<file path="config.mk">
export PLATFORM = sky130hd
export DESIGN_NAME = mem_stage
export DESIGN_NICKNAME = d
export VERILOG_FILES = /design/src/rtl/mem_stage.sv
export SDC_FILE = /design/constraint.sdc
export NUM_CORES = 1
export LEC_CHECK = 0
export ABC_AREA = 1
export BUFFER_PORTS_ARGS = -buffer_cell sky130_fd_sc_hd__clkbuf_2
export CAP_MARGIN = 10
export CORE_MARGIN = 2
export CORE_UTILIZATION = 54
export CTS_CLUSTER_DIAMETER = 150
export DETAILED_ROUTE_END_ITERATION = 8
export PLACE_DENSITY = 0.82
export SLEW_MARGIN = 10
export SYNTH_ARGS = -nofsm -noshare
export SYNTH_HDL_FRONTEND = slang
export SYNTH_SLANG_ARGS = --single-unit
export TNS_END_PERCENT = 30
</file>
<file path="constraint.sdc">
create_clock -name clk_in -period 2.5 [get_ports clk_in]
set_input_delay 0.5 -clock clk_in [delete_from_list [all_inputs] [get_ports clk_in]]
set_output_delay 0.5 -clock clk_in [all_outputs]
set_load 0.02 [all_outputs]
</file>
<file path="src/rtl/mem_stage.sv">
// rtl/mem_stage.sv - RISC-V MEM stage with byte-serial load/store port
module mem_stage #(
  parameter int ADDR_WIDTH = 32
) (
  input  logic                  clk_in,
  input  logic                  rst_in,
  // EX_MEM side
  input  logic                  rdE_in,
  input  logic [4:0]            rdIdx_in,
  input  logic [31:0]           rdData_in,
  input  logic                  memE_in,
  input  logic                  memWe_in,
  input  logic [1:0]            memWidth_in,
  input  logic                  memSigned_in,
  input  logic [31:0]           storeData_in,
  // MEM_WB side
  output logic                  rdE_out,
  output logic [4:0]            rdIdx_out,
  output logic [31:0]           rdData_out,
  output logic                  stall_out,
  // memory controller byte port
  output logic                  mem_req_out,
  output logic                  mem_we_out,
  output logic [ADDR_WIDTH-1:0] mem_addr_out,
  output logic [7:0]            mem_wdata_out,
  input  logic [7:0]            mem_rdata_in,
  input  logic                  mem_ack_in
);

  typedef enum logic [1:0] {
    S_IDLE   = 2'd0,
    S_ACCESS = 2'd1,
    S_DONE   = 2'd2
  } state_t;

  state_t                state_q, state_d;
  logic [1:0]            cnt_q, cnt_d;
  logic [ADDR_WIDTH-1:0] addr_q, addr_d;
  logic                  we_q, we_d;
  logic [1:0]            width_q, width_d;
  logic                  signed_q, signed_d;
  logic [31:0]           sdata_q, sdata_d;
  logic                  rde_q, rde_d;
  logic [4:0]            rdidx_q, rdidx_d;
  logic [31:0]           rbuf_q, rbuf_d;

  logic [1:0]            last_cnt;
  logic [4:0]            byte_lsb;
  logic [31:0]           load_result;
  logic                  stall_raw;

  // Index of the final byte of the latched access: 1, 2 or 4 bytes.
  always_comb begin
    case (width_q)
      2'b00:   last_cnt = 2'd0;
      2'b01:   last_cnt = 2'd1;
      default: last_cnt = 2'd3;
    endcase
  end

  assign byte_lsb = {cnt_q, 3'b000};

  // Sign- or zero-extend the reassembled little-endian load buffer.
  always_comb begin
    case (width_q)
      2'b00:   load_result = {{24{signed_q & rbuf_q[7]}}, rbuf_q[7:0]};
      2'b01:   load_result = {{16{signed_q & rbuf_q[15]}}, rbuf_q[15:0]};
      default: load_result = rbuf_q;
    endcase
  end

  // Next-state and output decode for the IDLE/ACCESS/DONE sequencer.
  always_comb begin
    state_d       = state_q;
    cnt_d         = cnt_q;
    addr_d        = addr_q;
    we_d          = we_q;
    width_d       = width_q;
    signed_d      = signed_q;
    sdata_d       = sdata_q;
    rde_d         = rde_q;
    rdidx_d       = rdidx_q;
    rbuf_d        = rbuf_q;
    rdE_out       = 1'b0;
    rdIdx_out     = 5'd0;
    rdData_out    = 32'd0;
    stall_raw     = 1'b0;
    mem_req_out   = 1'b0;
    mem_we_out    = 1'b0;
    mem_addr_out  = '0;
    mem_wdata_out = 8'd0;

    case (state_q)
      S_IDLE: begin
        if (memE_in) begin
          // Bubble MEM_WB while the memory op is captured.
          stall_raw = 1'b1;
          addr_d    = ADDR_WIDTH'(rdData_in);
          we_d      = memWe_in;
          width_d   = memWidth_in;
          signed_d  = memSigned_in;
          sdata_d   = storeData_in;
          rde_d     = rdE_in;
          rdidx_d   = rdIdx_in;
          cnt_d     = 2'd0;
          rbuf_d    = 32'd0;
          state_d   = S_ACCESS;
        end else begin
          rdE_out    = rdE_in;
          rdIdx_out  = rdIdx_in;
          rdData_out = rdData_in;
        end
      end

      S_ACCESS: begin
        stall_raw     = 1'b1;
        mem_req_out   = 1'b1;
        mem_we_out    = we_q;
        mem_addr_out  = addr_q + ADDR_WIDTH'(cnt_q);
        mem_wdata_out = sdata_q[byte_lsb +: 8];
        if (mem_ack_in) begin
          if (!we_q) begin
            rbuf_d[byte_lsb +: 8] = mem_rdata_in;
          end
          if (cnt_q == last_cnt) begin
            state_d = S_DONE;
          end else begin
            cnt_d = cnt_q + 2'd1;
          end
        end
      end

      S_DONE: begin
        // The EX_MEM op is still visible here; always return to IDLE so it
        // cannot start a second transaction.
        if (!we_q) begin
          rdE_out    = rde_q;
          rdIdx_out  = rdidx_q;
          rdData_out = load_result;
        end
        state_d = S_IDLE;
      end

      default: begin
        state_d = S_IDLE;
      end
    endcase
  end

  // Reset overrides the stall at once, even while an access was in flight.
  assign stall_out = stall_raw & rst_in;

  // State and latched-operand registers.
  always_ff @(posedge clk_in or negedge rst_in) begin
    if (!rst_in) begin
      state_q  <= S_IDLE;
      cnt_q    <= 2'd0;
      addr_q   <= '0;
      we_q     <= 1'b0;
      width_q  <= 2'd0;
      signed_q <= 1'b0;
      sdata_q  <= 32'd0;
      rde_q    <= 1'b0;
      rdidx_q  <= 5'd0;
      rbuf_q   <= 32'd0;
    end else begin
      state_q  <= state_d;
      cnt_q    <= cnt_d;
      addr_q   <= addr_d;
      we_q     <= we_d;
      width_q  <= width_d;
      signed_q <= signed_d;
      sdata_q  <= sdata_d;
      rde_q    <= rde_d;
      rdidx_q  <= rdidx_d;
      rbuf_q   <= rbuf_d;
    end
  end

endmodule

</file>
==> After elaboration in Yosys (flattened, before gate mapping) <==
Cells that the tools add are included.
{ "totals": {"wordCells": 65, "output_inout_bits": 81, "input_bits": 86, "ff_bits": 110} }
{ "classes": {"mux": 30, "shifts": 3, "eq_ne": 9, "bitwise": 3, "add_sub_neg": 3, "n_reduce_logical": 7} }
{ "op_table": {"columns": ["op", "n"], "rows": [
  ["$mux 32", 6],
  ["$pmux 32 s2", 3],
  ["$add 32x2->32", 1],
  ["$bwmux 32", 1],
  ["$shift 8x7->32 const A", 1],
  ["$shiftx 32x6->8", 1],
  ["$shiftx 8x7->32", 1],
  ["$mux 2", 6],
  ["$pmux 2 s2", 3],
  ["$mux 5", 2],
  ["$ne 2x2->1 const B", 5],
  ["$pmux 5 s2", 1],
  ["$mux 8", 1],
  ["$reduce_and 4->1", 2],
  ["$neg 5->7", 1],
  ["$mux 1", 5],
  ["$eq 2x1->1 const B", 2],
  ["$logic_not 2->1", 2],
  ["$pmux 1 s2", 2],
  ["$and 1x1->1", 3],
  ["$reduce_and 3->1", 1],
  ["$add 2x1->2 const B", 1],
  ["$eq 2x2->1", 1],
  ["$eq 2x2->1 const B", 1],
  ["other kinds (2)", 2]
]} }

==> Logic depth before layout (Yosys ltp) <==
{ "logic_depth": {"ltp_word": 6, "ltp_mapped": 10, "ltp_nobuf": 10} }

==> Worst setup path after synthesis <==
OpenSTA, ideal clock, no wires.
{ "synth_timing": {"path_kind": "reg-to-output", "start": "register cnt_q[0]", "end": "output port mem_addr_out[16]", "required_time_ps": 2000, "path_buffers": 0, "slack_ps": 194, "arrival_time_ps": 1806, "stages_incl_launch_ff": 10, "cell_sequence": "dfrtp_1 ha_1 fa_1 nand2_1 nor2_4 nand2_1 nor2_1 nand2_1 o21ai_0 nor2_1"} }
{ "synth_between": {"elab_chain_cells": 2} }
{ "synth_rtl": {"columns": ["item", "line", "source"], "rows": [
  ["from (decl)", "37", "logic [1:0] cnt_q, cnt_d;"],
  ["from (signal assigned)", "168", "cnt_q <= cnt_d;"],
  ["$add 32x2->32", "119", "mem_addr_out = addr_q + ADDR_WIDTH'(cnt_q);"],
  ["$mux 32", "93", "case (state_q)"],
  ["to (decl)", "24", "output logic [ADDR_WIDTH-1:0] mem_addr_out,"]
]} }
No other way between the ends.

==> Worst setup path in the final report <==
{ "layout_timing": {"start": "register cnt_q[0]", "end": "output port mem_addr_out[30]"} }
Same word-level chain as after synthesis.

==> metrics.txt <==
status=complete, but fails checks; failing checks=negative setup slack; Via density=5.428; R2R Setup Slk=0.32 ns; H-tree depth=3; synth top area cells=dfrtp_1, nand2_1, nor2_1, o21ai_0, mux2_2; Rows=39; Die Ht=112.1 µm; Avg Synthesized Cell Area=7.400 µm²; routability congestion estimate=0.9626; delay-heaviest family, CP=simple AND/OR/NAND/NOR gates; Post-Synthesis Cells=853; CTS sink count=110; post-route ant nets=0; Die ar.=0.01257 mm²; crit-path cells=ha_4, fa_2, nand2_2, nor2_4, nand2_2, nor2_4, nand2_1, nand2_1, nand2_1, nor2_1, buf_4; placed cell area=0.007281 mm²; hpwl dp=13,030 µm; Cell Area, Synth=0.006312 mm²; setup_tns=-0.3599 ns; cell count of the worst reg-to-reg path=9; peak supply drop=933.6 µV; drt drc=0; initial antenna violation count=0; min Tclk post-route=2.571 ns; crit end category=output pin; CTS tree=yes; number of global-route vias before repair=5,863; DRT iter0 DRCs=664; first-pass GRT wire length=28,810 µm; RR Endpoint=rbuf_q[8]; die width=112.1 µm; Setup WS post-layout=-0.07141 ns; slowest CP cell=dfrtp_1; Startpoint Class=flop; Worst Path Buf+Inv=1; sequential area share after synthesis=43.61%; syn nets=946; hold crit path type=input pin to asynchronous set/reset pin; Num CTS Buffers=9; final setup fails=12; Pleak=3.892 nW; leading area contributor after synthesis=dfrtp_1; WL per Instance=15.35 µm; most frequent CP cell=nand2_1; Power Density=1181 mW/mm²; ant diodes=0; root buffer cell=clkbuf_16; Layout Nets=1,111; core area=0.01142 mm²; Required @ worst endpoint=2.00 ns; io pins=167; gr ovfl total=0; CP max stage delay=0.41 ns; Critical Path Fanout Max=5; worst-margin pin slew=0.7492 ns; CP Class=flop to output pin; R2R Path Start=cnt_q[0]; register area=0.002754 mm²; Hold Vio Cnt, Final=0; final wirelength=17,900 µm; FILL cells=956; worst skew pair latency=0.35 ns; synth-to-layout area growth=24.60%; fmax=388.9 MHz; port bufs=166; Syn. warnings=0; Pre-Repair DR Iteration Count=7; Seq cells post-synth=110; worst path arrival time=2.07 ns; pin count of the biggest net entering global routing=97; fin crit share=102.9%; fraction of layout cells with a size suffix above 1=28.45%; CTS clk-pin slew, worst paths=0.07 ns; Final Util=68.88%; gr usage total=28.42%; routed vias=6,329; worst clock skew=0.006337 ns; Slew HR=50.05%; Max Root-Sink Buffers=2; Starting Density=55.28%; RSZ-0062 raised after global routing=true; top cell type's share of synthesized area=43.61%; max cap viols=0; Design Area, Final=0.007865 mm²; footprint of the multi-input gates=0.003221 mm²; count of pins over their slew limit=0; Synth cell types=35
per-stage QoR:
step | hold WS [ns] | std cells | setup WS, ns | total power, mW
2_1_floorplan | 0.2044 | 853 | 0.1942 | 6.196
3_3_place_gp | 0.4704 | 1142 | 0.1640 | 7.445
3_5_place_dp | 0.4756 | 1142 | 0.06960 | 7.541
4_1_cts | 0.3423 | 1162 | -0.1072 | 9.104
5_1_grt | 0.3675 | 1166 | -0.1700 | 9.965
6_report | 0.3221 | 1166 | -0.07141 | 9.291
metal layers:
| layer | up-vias | share of wire, % | global-route usage [%] |
|---|---|---|---|
| li1 | 3086 | - | - |
| met1 | 2946 | 43 | 39.83 |
| met2 | 269 | 48 | 45.86 |
| met3 | 28 | 6.7 | 4.590 |
| met4 | 0 | 1.7 | 8.862 |
| met5 | - | 0 | 0 |
power by group:
part / total, mW / internal (mW) / switching, mW
clock: 1.40 / 0.722 / 0.676
sequential: 3.08 / 2.45 / 0.630
combinational: 4.81 / 1.75 / 3.07
total: 9.29 / 4.92 / 4.37
final cells by class:
type                       count  area share, %
inverter                      87          4.184
clock buffer                  10          3.038
tap                          143          2.275
timing repair buffer         188          13.86
sequential                   110          35.01
multi-input combinational    622          40.95
clock inverter                 6         0.6841
cell usage in the layout, fill, tap and decap left out, types with 2 or more instances in the layout:
| cell type | Yosys | final |
|---|---|---|
| a21oi_1 | 30 | 29 |
| buf_12 | 0 | 2 |
| buf_2 | 15 | 7 |
| buf_4 | 0 | 37 |
| buf_6 | 3 | 2 |
| clkbuf_16 | 0 | 9 |
| clkbuf_2 | 0 | 137 |
| clkbuf_4 | 0 | 2 |
| clkbuf_8 | 0 | 2 |
| clkinv_2 | 0 | 3 |
| clkinv_4 | 0 | 3 |
| dfrtp_1 | 110 | 109 |
| ha_1 | 6 | 5 |
| inv_1 | 79 | 77 |
| inv_2 | 5 | 7 |
| inv_8 | 0 | 2 |
| mux2_2 | 34 | 34 |
| nand2_1 | 228 | 221 |
| nand2_2 | 2 | 7 |
| nand2_4 | 1 | 3 |
| nand3_1 | 20 | 18 |
| nand3_2 | 3 | 4 |
| nand4_1 | 8 | 8 |
| nor2_1 | 131 | 120 |
| nor2_2 | 5 | 7 |
| nor2_4 | 1 | 10 |
| nor3_1 | 4 | 4 |
| nor3_2 | 3 | 3 |
| o21ai_0 | 84 | 78 |
| o21ai_1 | 26 | 32 |
| o22ai_1 | 24 | 22 |
| o22ai_2 | 0 | 2 |
| xnor2_1 | 2 | 2 |
| xor2_1 | 2 | 2 |
worst max-delay path by stage:
stage	slack, ns	cells past startpoint	startpoint	to
after global routing	-0.17	11	cnt_q[0]	mem_addr_out[30]
after detailed placement	0.07	11	cnt_q[0]	mem_addr_out[26]
final	-0.07	11	cnt_q[0]	mem_addr_out[30]
after floorplan	0.19	9	cnt_q[0]	mem_addr_out[16]
after CTS	-0.11	11	cnt_q[0]	mem_addr_out[26]
after global placement	0.16	11	cnt_q[0]	mem_addr_out[26]
Yosys cell counts, drive strengths merged:
library cell,instances
buf,22
nand2,231
nand4,8
o21ai,111
xnor2,2
inv,84
xor2,2
nand3,23
a21oi,30
clkbuf,12
dfrtp,110
mux2,34
o21a,1
ha,6
fa,1
nor2,137
nand3b,2
a21boi,1
or2,1
nor3b,1
clkinv,3
o22ai,24
nor3,7
sequential cells by signal, summed over array words and instances (netlist names):
name / flops
cnt_q: 2
we_q: 1
state_q: 2
rbuf_q: 32
rde_q: 1
sdata_q: 32
signed_q: 1
addr_q: 32
width_q: 2
rdidx_q: 5
cells by family (layout without fill, tap and decap cells):
logic type | Yosys count | count (layout) | share of synthesized area (%)
adder cells (fa/ha/maj) | 7 | 7 | 1.506
buffers and inverters | 121 | 291 | 7.849
multiplexers | 34 | 34 | 6.065
flip-flops | 110 | 110 | 43.61
AND/OR/NAND/NOR | 410 | 410 | 26.56
XOR/XNOR | 4 | 4 | 0.5551
AO/OA/AOI/OAI | 167 | 167 | 13.86
repair_timing:
item,4_1_cts,5_1_grt
pin swaps,9,11
endpoints found under the setup margin,28,51
gates resized for setup,43,57
hold buffers,0,0
buffers inserted,4,4
No activity file was read; power rests on OpenSTA's default activity.
